$ cat src/rtl/load_unit_if.sv
// ---------------------------------------------------------------------------
// load_unit_if : native valid/ready read bus between the load unit and memory.
//   mem_valid  load unit -> memory  read request, held for the whole request
//   mem_addr   load unit -> memory  word-aligned read address
//   mem_ready  memory -> load unit  response strobe, qualifies mem_rdata
//   mem_rdata  memory -> load unit  read word
// The master modport is the load unit; the slave modport is the memory side.
// ---------------------------------------------------------------------------
interface load_unit_if;
  logic        mem_valid;
  logic [31:0] mem_addr;
  logic        mem_ready;
  logic [31:0] mem_rdata;

  modport master (output mem_valid, output mem_addr,
                  input  mem_ready, input  mem_rdata);
  modport slave  (input  mem_valid, input  mem_addr,
                  output mem_ready, output mem_rdata);
endinterface

$ cat src/rtl/load_unit.sv
// ---------------------------------------------------------------------------
// load_unit : multicycle load path of the rv32im core.
// Accepts one load (byte address + funct3), issues a word-aligned read on the
// memory bus, extracts and extends the addressed byte/halfword/word and returns
// it with a one-cycle done pulse. Misaligned, illegal and timed-out accesses
// complete with error=1 and a cause code instead of data.
//   clk, resetn          core clock, asynchronous active-low reset
//   start, funct3, addr  load request (sampled only while idle)
//   busy                 high in every state except IDLE
//   done                 one-cycle completion pulse
//   result, error, cause completion data/status, held until the next accepted start
//   mem                  memory read bus (master side)
// ---------------------------------------------------------------------------
module load_unit #(
  parameter int unsigned TIMEOUT_CYCLES = 255
) (
  input  logic        clk,
  input  logic        resetn,
  input  logic        start,
  input  logic [2:0]  funct3,
  input  logic [31:0] addr,
  output logic        busy,
  output logic        done,
  output logic [31:0] result,
  output logic        error,
  output logic [1:0]  cause,
  load_unit_if.master mem
);

  localparam logic [1:0] S_IDLE = 2'd0;
  localparam logic [1:0] S_REQ  = 2'd1;
  localparam logic [1:0] S_DONE = 2'd2;

  localparam logic [7:0] LP_TIMEOUT = 8'(TIMEOUT_CYCLES);

  localparam logic [1:0] C_NONE     = 2'd0;
  localparam logic [1:0] C_MISALIGN = 2'd1;
  localparam logic [1:0] C_ILLEGAL  = 2'd2;
  localparam logic [1:0] C_TIMEOUT  = 2'd3;

  logic [1:0]  r_state;
  logic [2:0]  r_f3;
  logic [31:0] r_addr;
  logic [7:0]  r_cnt;
  logic [31:0] r_result;
  logic        r_error;
  logic [1:0]  r_cause;

  logic        w_illegal;
  logic        w_misalign;
  logic [7:0]  w_cnt_next;

  // Select the addressed lane and extend it according to the load type.
  function automatic logic [31:0] extract(input logic [2:0]  f3,
                                          input logic [1:0]  off,
                                          input logic [31:0] word);
    logic [31:0]        shifted;
    logic signed [7:0]  b;
    logic signed [15:0] h;
    shifted = word >> {off, 3'b000};
    b       = shifted[7:0];
    h       = off[1] ? word[31:16] : word[15:0];
    case (f3)
      3'd0:    extract = 32'(b);
      3'd1:    extract = 32'(h);
      3'd4:    extract = {24'd0, b};
      3'd5:    extract = {16'd0, h};
      default: extract = word;
    endcase
  endfunction

  always_comb begin
    w_illegal  = (funct3 == 3'd3) || (funct3 == 3'd6) || (funct3 == 3'd7);
    w_misalign = 1'b0;
    case (funct3)
      3'd1, 3'd5: w_misalign = addr[0];
      3'd2:       w_misalign = (addr[1:0] != 2'b00);
      default:    w_misalign = 1'b0;
    endcase
    w_cnt_next = r_cnt + 8'd1;
  end

  always_ff @(posedge clk or negedge resetn) begin
    if (!resetn) begin
      r_state  <= S_IDLE;
      r_f3     <= 3'd0;
      r_addr   <= 32'd0;
      r_cnt    <= 8'd0;
      r_result <= 32'd0;
      r_error  <= 1'b0;
      r_cause  <= C_NONE;
    end else begin
      case (r_state)
        S_IDLE: begin
          if (start) begin
            if (w_illegal || w_misalign) begin
              // Rejected without touching the bus; illegal beats misaligned.
              r_state  <= S_DONE;
              r_result <= 32'd0;
              r_error  <= 1'b1;
              r_cause  <= w_illegal ? C_ILLEGAL : C_MISALIGN;
            end else begin
              r_state  <= S_REQ;
              r_f3     <= funct3;
              r_addr   <= addr;
              r_cnt    <= 8'd0;
              r_result <= 32'd0;
              r_error  <= 1'b0;
              r_cause  <= C_NONE;
            end
          end
        end
        S_REQ: begin
          // A response in the final allowed cycle still counts as success.
          if (mem.mem_ready) begin
            r_state  <= S_DONE;
            r_result <= extract(r_f3, r_addr[1:0], mem.mem_rdata);
          end else begin
            r_cnt <= w_cnt_next;
            if (w_cnt_next == LP_TIMEOUT) begin
              r_state  <= S_DONE;
              r_result <= 32'd0;
              r_error  <= 1'b1;
              r_cause  <= C_TIMEOUT;
            end
          end
        end
        S_DONE:  r_state <= S_IDLE;
        default: r_state <= S_IDLE;
      endcase
    end
  end

  // Decoded straight from the state register so reset drops mem_valid at once.
  assign busy          = (r_state != S_IDLE);
  assign done          = (r_state == S_DONE);
  assign result        = r_result;
  assign error         = r_error;
  assign cause         = r_cause;
  assign mem.mem_valid = (r_state == S_REQ);
  assign mem.mem_addr  = {r_addr[31:2], 2'b00};

endmodule

$ cat src/flat_wrapper.sv
// flat-port wrapper written by rule: the top's interface ports become plain ports
module load_unit_flat 
#(
  parameter int unsigned TIMEOUT_CYCLES = 255
)
  (clk, resetn, start, funct3, addr, busy, done, result, error, cause, mem_mem_valid, mem_mem_addr, mem_mem_ready, mem_mem_rdata);
  load_unit_if mem_i ();
  input  logic clk;
  input  logic resetn;
  input  logic start;
  input  logic [2:0] funct3;
  input  logic [31:0] addr;
  output logic busy;
  output logic done;
  output logic [31:0] result;
  output logic error;
  output logic [1:0] cause;
  output wire logic [$bits(mem_i.mem_valid)-1:0] mem_mem_valid;
  output wire logic [$bits(mem_i.mem_addr)-1:0] mem_mem_addr;
  input wire logic [$bits(mem_i.mem_ready)-1:0] mem_mem_ready;
  input wire logic [$bits(mem_i.mem_rdata)-1:0] mem_mem_rdata;
  assign mem_mem_valid = mem_i.mem_valid;
  assign mem_mem_addr = mem_i.mem_addr;
  assign mem_i.mem_ready = mem_mem_ready;
  assign mem_i.mem_rdata = mem_mem_rdata;
  load_unit #(.TIMEOUT_CYCLES(TIMEOUT_CYCLES)) u_core (.clk(clk), .resetn(resetn), .start(start), .funct3(funct3), .addr(addr), .busy(busy), .done(done), .result(result), .error(error), .cause(cause), .mem(mem_i));
endmodule
$ cat config.mk
export PLATFORM = sky130hd
export DESIGN_NAME = load_unit_flat
export DESIGN_NICKNAME = d
export VERILOG_FILES = /design/src/rtl/load_unit_if.sv /design/src/rtl/load_unit.sv /design/src/flat_wrapper.sv
export SDC_FILE = /design/constraint.sdc
export NUM_CORES = 1
export LEC_CHECK = 0
export CAP_MARGIN = 30
export CELL_PAD_IN_SITES_DETAIL_PLACEMENT = 1
export CELL_PAD_IN_SITES_GLOBAL_PLACEMENT = 2
export CORE_ASPECT_RATIO = 0.8
export CORE_UTILIZATION = 24
export CTS_CLUSTER_DIAMETER = 120
export DETAILED_ROUTE_END_ITERATION = 8
export GPL_ROUTABILITY_DRIVEN = 1
export MAX_ROUTING_LAYER = met4
export PLACE_DENSITY_LB_ADDON = 0.1
export SLEW_MARGIN = 20
export SYNTH_ARGS = -nofsm -noshare
export SYNTH_HDL_FRONTEND = slang
export SYNTH_SLANG_ARGS = --single-unit
$ cat constraint.sdc
create_clock -name clk -period 1.95 [get_ports clk]
set_input_delay 0.39 -clock clk [delete_from_list [all_inputs] [get_ports clk]]
set_output_delay 0.39 -clock clk [all_outputs]
set_load 0.1 [all_outputs]
==> reports/metrics.cfg <==
[grt]
grt_pass1_vias = 3897
grt_antenna_before_repair = 0
track_usage_pct = 16.74
grt_overflow = 0
grt_pass1_wl_um = 22030
grt_max_degree = 44

[logic_synthesis]
synth-edff-count = 0
synth_top_area_share_pct = 48.13
synth_commonest_cells = 108 x nand2_1, 80 x dfrtp_1, 36 x buf_4, 28 x a21oi_1
ys_seq_elements = 80
syn_area_um2 = 4159
ys_async_sr_fraction_pct = 100.0
ys_warn_count = 0
syn-instance-count = 452
yosys-top-cells-area = dfrtp_1 48%, nand2_1 9.7%, buf_4 6.5%, o2bb2ai_1 4.6%, a21oi_1 3.4%
yosysTopAreaCell = dfrtp_1
synth.most_common_cell = nand2_1
synth.distinct_cells = 49
syn_area_per_cell_um2 = 9.201
synth_ff_type = dfrtp_1
seq_area_frac_synth_pct = 48.13

[layout]
diodes = 0
drive_above_1_share_pct = 26.54
nNetsFinal = 667
final.fill_count = 1913
area_growth_pct = 51.93

[drt]
wl_um = 13740
drcViolationCount = 0
vias = 3725
vias_per_cell = 4.548
wl_per_cell_um = 16.78
drt_iter0_drc = 155
ant_nets = 0
dr.pass1.iters = 4

[critical_path]
path_cells = ha_4, inv_1, or3_1, a2111o_1, a21oi_4, a2bb2oi_2
crit_end = u_core.cause[1]
end_kind = register
worstRegToRegCells = 6
path_class = reg2reg
slowest_stage = a2111o_1
path_delay_family = compound AO/OA/AOI/OAI gates
startpoint = u_core.r_cnt[1]
reg2reg_from = u_core.r_cnt[1]
path_max_fanout = 3
slowest_delay_ns = 0.41
r2r_end = u_core.cause[1]
reg2reg_slack_ns = 0.09
worst_ep_arrival_time_ns = 2.13
crit_cells = 6
worst-path-buf-inv = 1
cp.required_ns = 2.22
start_kind = register

[timing]
finClkSkew_ns = 0.006687
final.period_utilization_pct = 95.49
holdWs_ns = 0.01842
setup_viol = 0
hold_viol = 0
worstMarginPinSlew_ns = 0.7225
slew_headroom_pct = 51.22
period_needed_ns = 1.862
clock.fmax_mhz = 537.1
slew_viol_final = 0
rsz0062_at_grt = no

[outcome]
status = finished clean

[floorplanning]
initial_core_util_pct = 24.81
core.rowCount = 42
coreArea_um2 = 16760
die_y_um = 119.7
die_area_um2 = 17860
ios = 141
die_x_um = 149.2

[clock_network]
clk_pin_slew_worst_paths_ns = 0.06
clock-root-buffer = clkbuf_16
clkSinkCount = 80
clock_path_buffers = 2
clk-insertion-delay-late_ns = 0.34
cts_tree = yes
htree_levels = 3
cts_buffers = 9
cts.hold.buffers_added = 0

[placed_design]
hpwlAfterDp_um = 10360
gp_routability_congestion = 0.7888
numPortBuffers = 138

[worst_hold_path]
hold_path_class = in2async

[job]
cap_violations = 0

[routing by layer]
metal | vias to the layer above | track usage [%] | wire length, µm
li1 | 1808 | - | -
met1 | 1825 | 23.78 | 7000
met4 | 0 | 4.592 | 140
met2 | 81 | 23.52 | 5982
met3 | 11 | 3.992 | 621
met5 | - | - | 0
[placed cells by master, fill, tap and decap left out, types with 2 or more instances in the layout]
cell type        netlist  routed
a21oi_4                0       2
clkinv_2               0       2
clkdlybuf4s50_1        0      69
conb_1                 1       2
mux2_2                 5       5
o21ai_0               22      19
o2bb2ai_1             22      22
nand4_1                3       3
a31oi_1                3       3
nand3_1                7       7
o211ai_1               2       2
o22ai_1                2       2
dfrtp_1               80      79
a221oi_1               8       7
a21oi_1               28      28
buf_4                 36      96
buf_12                 0      25
nand2_1              108     108
xor2_1                 2       2
nor3_1                 2       2
clkbuf_16              0       9
o21ai_1                0       2
or3_4                  0       2
o221ai_1               2       2
nand2b_1              10      10
a21o_1                 8       8
o311ai_0               6       6
inv_1                 20      20
nor2_1                22      20
a2bb2oi_2              0       2
[worst reg2reg max path, stage by stage (launching register included)]
cell and delay, ns:
dfrtp_1 0.39, ha_4 0.17, inv_1 0.05, or3_1 0.38, a2111o_1 0.41, a21oi_4 0.23, a2bb2oi_2 0.15
[state kept, by name, indices dropped and copies added (netlist names)]
name	flops
u_core.cause	2
u_core.error	1
u_core.r_addr	32
u_core.r_cnt	8
u_core.r_f3	3
u_core.r_state	2
u_core.result	32
[metrics by stage]
step	util, %	worst slack (ns)	setup TNS [ns]	cell area, µm²	std cells
detailed placement	35.47	-0.2751	-13.75	5946	802
global placement	35.47	-0.2800	-12.56	5946	802
CTS	37.34	0.002085	0	6260	818
finish	37.69	0.08802	0	6319	819
global route	37.69	0.004981	0	6319	819
floorplan	-	0.06541	0	4173	453
[how the worst min path moves through the flow]
stage / to / slack, ns / cells past startpoint
after floorplan: u_core.cause[0] / 0.09 / 0
final: u_core.r_addr[12] / 0.02 / 1
after global routing: u_core.r_addr[12] / 0.05 / 1
after global placement: u_core.r_addr[14] / 0.40 / 1
after detailed placement: u_core.r_addr[14] / 0.41 / 1
after CTS: u_core.r_addr[12] / 0.03 / 1
[cell families after synthesis]
group | share of synthesized area [%]
compound gates | 21.15
xor+xnor | 0.4213
fa+ha+maj | 0.6016
buf+inv | 11.58
flops | 48.13
mux | 1.594
other cells | 0.09017
simple gates | 16.43
[what timing repair did]
| action | in CTS | in global routing |
|---|---|---|
| endpoints found under the setup margin | 5 | 34 |
| cloned | 0 | 0 |
| resized for setup | 3 | 12 |
| buffers inserted | 0 | 1 |
| pin swaps | 1 | 5 |
[cell type report]
type	count	area, µm²	area share [%]
flip-flops and latches	80	2003	31.70
clock inverters	5	56.30	0.8911
clock buffers	11	242.7	3.842
well taps	220	275.3	4.356
multi-input cells	293	1754	27.76
inverters	20	75.07	1.188
repair buffers	190	1912	30.26
Power is not shown: default switching activity piles up to over one toggle a cycle in this logic, so the estimate is an artifact.
